===== config.mk =====
export PLATFORM = sky130hd
export DESIGN_NAME = pending_priority_encoder
export DESIGN_NICKNAME = d
export VERILOG_FILES = /design/src/rtl/pending_enc_pkg.sv /design/src/rtl/prio_msb_find.sv /design/src/rtl/pending_priority_encoder.sv
export SDC_FILE = /design/constraint.sdc
export NUM_CORES = 1
export LEC_CHECK = 0
export ABC_AREA = 1
export ABC_CLOCK_PERIOD_IN_PS = 1480
export BUFFER_PORTS_ARGS = -buffer_cell sky130_fd_sc_hd__buf_4
export CAP_MARGIN = 10
export CORE_MARGIN = 3
export CORE_UTILIZATION = 28
export DETAILED_ROUTE_END_ITERATION = 8
export GPL_TIMING_DRIVEN = 0
export HOLD_SLACK_MARGIN = 0.03
export SETUP_SLACK_MARGIN = 0.4
export SLEW_MARGIN = 0
export SYNTH_ARGS = -nofsm -noshare
export SYNTH_HDL_FRONTEND = slang
export SYNTH_SLANG_ARGS = --single-unit

===== constraint.sdc =====
create_clock -name clk -period 1.48 [get_ports clk]
set_input_delay 0.296 -clock clk [delete_from_list [all_inputs] [get_ports clk]]
set_output_delay 0.296 -clock clk [all_outputs]
set_load 0.01 [all_outputs]

===== src/rtl/pending_enc_pkg.sv =====
`default_nettype none
// ============================================================================
// Module   : pending_enc_pkg
// Brief    : Shared types and helpers for the pending-request priority encoder
// Revision : 1.0 - initial release
// ============================================================================
package pending_enc_pkg;

  typedef enum logic {
    IDLE    = 1'b0,
    PRESENT = 1'b1
  } state_t;

  localparam int DEFAULT_N = 4;

  // Highest set bit index of a vector of up to 32 bits; 0 when empty.
  function automatic logic [4:0] msb_index(input logic [31:0] vec);
    logic [4:0] idx;
    idx = '0;
    for (int i = 0; i < 32; i++) begin
      if (vec[i]) idx = 5'(i);
    end
    return idx;
  endfunction

endpackage
`default_nettype wire


===== src/rtl/prio_msb_find.sv =====
`default_nettype none
// ============================================================================
// Module   : prio_msb_find
// Brief    : Combinational highest-set-bit finder with a found flag
// Revision : 1.0 - initial release
// ============================================================================
module prio_msb_find
  import pending_enc_pkg::*;
#(
  parameter int N = DEFAULT_N,
  parameter int W = $clog2(N)
) (
  input  logic [N-1:0] i_vec,
  output logic [W-1:0] o_idx,
  output logic         o_found
);

  assign o_idx   = W'(msb_index(32'(i_vec)));
  assign o_found = |i_vec;

endmodule
`default_nettype wire


===== src/rtl/pending_priority_encoder.sv =====
`default_nettype none
// ============================================================================
// Module   : pending_priority_encoder
// Brief    : Sticky request collector serving the highest pending index over
//            a valid/ready handshake
// Revision : 1.0 - initial release
// ============================================================================
module pending_priority_encoder
  import pending_enc_pkg::*;
#(
  parameter int N = DEFAULT_N,
  parameter int W = $clog2(N)
) (
  input  logic         clk,
  input  logic         rst_n,
  input  logic         en,
  input  logic [N-1:0] req,
  output logic         out_valid,
  input  logic         out_ready,
  output logic [W-1:0] out_code,
  output logic         any_pending,
  output logic         overflow
);

  state_t         r_state;
  logic [N-1:0]   r_pending;
  logic [W-1:0]   r_out_code;
  logic           r_overflow;

  logic [W-1:0]   w_idx;
  logic           w_found;
  logic           w_accept;
  logic           w_issue;
  logic [N-1:0]   w_clr;
  logic [N-1:0]   w_capture;

  prio_msb_find #(
    .N (N),
    .W (W)
  ) u_msb (
    .i_vec   (r_pending),
    .o_idx   (w_idx),
    .o_found (w_found)
  );

  assign w_accept  = (r_state == PRESENT) && out_ready;
  assign w_issue   = en && w_found && ((r_state == IDLE) || w_accept);
  assign w_clr     = w_issue ? ({{(N-1){1'b0}}, 1'b1} << w_idx) : '0;
  assign w_capture = en ? req : '0;

  // A request landing on its own issue cycle re-arms the bit without overflow.
  always_ff @(posedge clk or negedge rst_n) begin
    if (!rst_n) begin
      r_state    <= IDLE;
      r_pending  <= '0;
      r_out_code <= '0;
      r_overflow <= 1'b0;
    end else begin
      r_pending  <= (r_pending & ~w_clr) | w_capture;
      r_overflow <= |(w_capture & r_pending & ~w_clr);
      if (w_issue) begin
        r_out_code <= w_idx;
        r_state    <= PRESENT;
      end else if (w_accept) begin
        r_state    <= IDLE;
      end
    end
  end

  assign out_valid   = (r_state == PRESENT);
  assign out_code    = r_out_code;
  assign any_pending = |r_pending;
  assign overflow    = r_overflow;

endmodule
`default_nettype wire


==> key figures <==
Die
  • Top-level I/O count: 13
  • Starting Density: 0.3114
  • Chip Height: 44.98 um
  • Die footprint: 2023 um^2
  • Cell row count: 13
  • Core box area: ~1400 um^2
  • Die W: 44.98 um

Place
  • Total placed cells including tap cells: 77
  • I/O Buffers: 12
  • Post-DP HPWL: 666.8 um
  • GPL Wtd Cong: 0.8020
  • Dpl cell area: 534.3 um^2
  • Pre-CTS WS: 0.3496 ns

Critical path
  • Critical path fanouts, max: 2
  • WP data required: 1.18 ns
  • Crit path DAT: 0.99 ns
  • FF-to-FF setup slack: 0.20 ns
  • Worst Setup End Kind: output pin
  • Worst setup SP type: register
  • Setup Crit Path Kind: reg2out

Routing
  • DRT iter0 DRCs: 3
  • Pre-Repair DR Iteration Count: 2
  • Post-Route WL: roughly 950 um
  • WL/cell: 10.67 um
  • DRT antenna net count: 0
  • Via count: 395
  • Detail-routed via count per cell: 4.438
  • DRC Markers: 0

Timing
  • Final hold violation count: 0
  • Setup TNS: 0 ns
  • Final setup viols: 0
  • Peak Freq: between 0.7 and 0.8 GHz
  • Final period utilization: 0.8668
  • Pins Over Slew Limit: 0
  • Worst-Margin Slew: 0.3320 ns
  • Unrepaired setup endpoints after global routing: true
  • Relative slew slack: 0.7770
  • Clock skew: between 0.001 and 0.0015 ns
  • Min Clock Period, post-route: about 1.3 ns
  • Setup ws final: 0.1971 ns

Synthesis
  • Mapped Cells: 50
  • Area leader, netlist: dfrtp_1
  • Unique masters post-synth: 20
  • Synthesized cell area: ~430 um^2
  • Top cell type's share of synthesized area: 0.4706
  • Synth Net Count: 58
  • Synth Warn #: 0
  • Simple-gate share of the synthesized area: 0.3853
  • Mux cell area share after synthesis: 0
  • Area contributors post-synth: dfrtp_1 47%, nand2_1 12%, inv_1 5.3%
  • Synth Register Bits: 8
  • Largest family of logic cells by synthesized area: simple AND/OR/NAND/NOR gates
  • Synth Area in XOR/XNOR: 0
  • Sequential-to-total area share from yosys stat: 0.4706
  • Synth Area per Inst: ~8.5 um^2
  • Post-synthesis adder-cell area fraction: 0
  • Compound-Gate Fraction of Synth Area: 0.06765

Clocking
  • TritonCTS clock tree: yes
  • H-tree depth: 1
  • Clock Latency Late Sink: 0.26 ns
  • Root Driver: clkbuf_4
  • Clk buf depth: 2
  • # clock sinks: 8
  • TritonCTS Buffers: 3
  • Clock Pin Slew Worst Setup and Hold Paths: 0.05 ns

Global routing
  • Largest net degree at the start of global routing: 9
  • First-pass GRT wire length: between 1500 and 2000 um
  • Grt total ovfl: 0
  • Vias in the first global route: approximately 370
  • Antenna violations before repair: 0
  • Tot GR Track Use: 0.1131

Final layout
  • Final std cells w/o fill: 89
  • Area added between synthesis and finish: 60.59%
  • Commonest non-fill, non-tap cell in the layout: buf_4
  • Post-route cell area: 683.2 um^2
  • Antenna Cells: 0
  • Most frequent cells in the layout: 14 x buf_4, 11 x nand2_1, 6 x inv_1, 6 x dfrtp_1, 6 x buf_6
  • Nets: 84
  • Layout cells sized above 1: 0.5541

Worst hold path
  • Hold Crit Class: in2reg

Flow run
  • Max_cap viols: 0

Power
  • Max VDD drop: 0.4113 mV
  • Pleak: 0.3745 nW
  • P per Cell Area: 986.7 nW/um^2

Outcome
  • Outcome: completed
==> repair_timing <==
action / 4_1_cts / 5_1_grt
hold buffers: 1 / 0
gates resized for setup: 6 / 12
hold endpoints to repair: 8 / 0
setup buffers: 6 / 2
endpoints found under the setup margin: 4 / 12
pin swaps: 2 / 2
==> routing by layer <==
| metal | part of all wire | up-vias | routed length [um] | global-route usage |
|---|---|---|---|---|
| met5 | 0 | - | 0 | 0 |
| met1 | 0.41 | 175 | 389 | 0.1296 |
| met4 | 0.0063 | 0 | 6 | 0.03509 |
| met2 | 0.49 | 12 | 468 | 0.1780 |
| li1 | - | 206 | - | - |
| met3 | 0.091 | 2 | 86 | 0.06375 |
==> synth_stat cells, drive strengths merged <==
cell,count
nor2,4
nand3,3
o22ai,1
inv,8
o21a,1
nor3,2
nand2,18
dfrtp,8
and3,1
nand4,1
a21oi,1
o21ai,2
==> area by class of cell <==
type,count,area (um^2)
Clock buffer,3,22.52
Fill cell,133,683.2
Inverter,8,35.03
Multi-Input combinational cell,34,221.5
Sequential cell,8,202.7
Tap cell,15,18.77
Timing Repair Buffer,21,182.7
==> path summary, 6_finish.rpt <==
path	startpoint	to	cells past startpoint
hold / removal	req[2]	r_pending[2]	3
min in group asynchronous	rst_n	out_code[1]	2
max in group asynchronous	rst_n	r_pending[3]	2
setup reg to reg	r_pending[3]	out_code[1]	7
hold reg to reg	r_pending[0]	r_pending[0]	2
setup / recovery	r_pending[3]	any_pending	3
==> cell families after synthesis <==
logic type      count (synthesis)
flops                           8
simple gates                   29
buf+inv                         8
compound gates                  5
==> flip-flops by register name, indices dropped and copies added, names as in the netlist <==
register	cells
out_code	2
out_valid	1
r_pending	4
overflow	1
==> power breakdown <==
group / internal [mW] / total (mW) / switching (mW) / leakage [nW]
Sequential: 0.256 / 0.282 / 0.0265 / 0.0838
Clock: 0.0929 / 0.168 / 0.0753 / 0.0138
Combinational: 0.121 / 0.224 / 0.102 / 0.277
==> through the flow <==
stage	hold slack [ns]	power, mW	utilization
4_1_cts	0.2476	0.6408	0.4606
3_3_place_gp	0.1216	0.4322	0.3910
2_1_floorplan	0.0004090	0.3677	-
3_5_place_dp	0.1219	0.4358	0.3910
5_1_grt	0.2519	0.7192	0.5000
6_report	0.2493	0.6741	0.5000
==> worst max-delay path: stages, from the launching register on <==
cell and delay [ns]:
dfrtp_2 0.42, nor2_4 0.14, nand2_4 0.06, buf_6 0.12
Note: power is estimated with default switching activity, not from simulation.
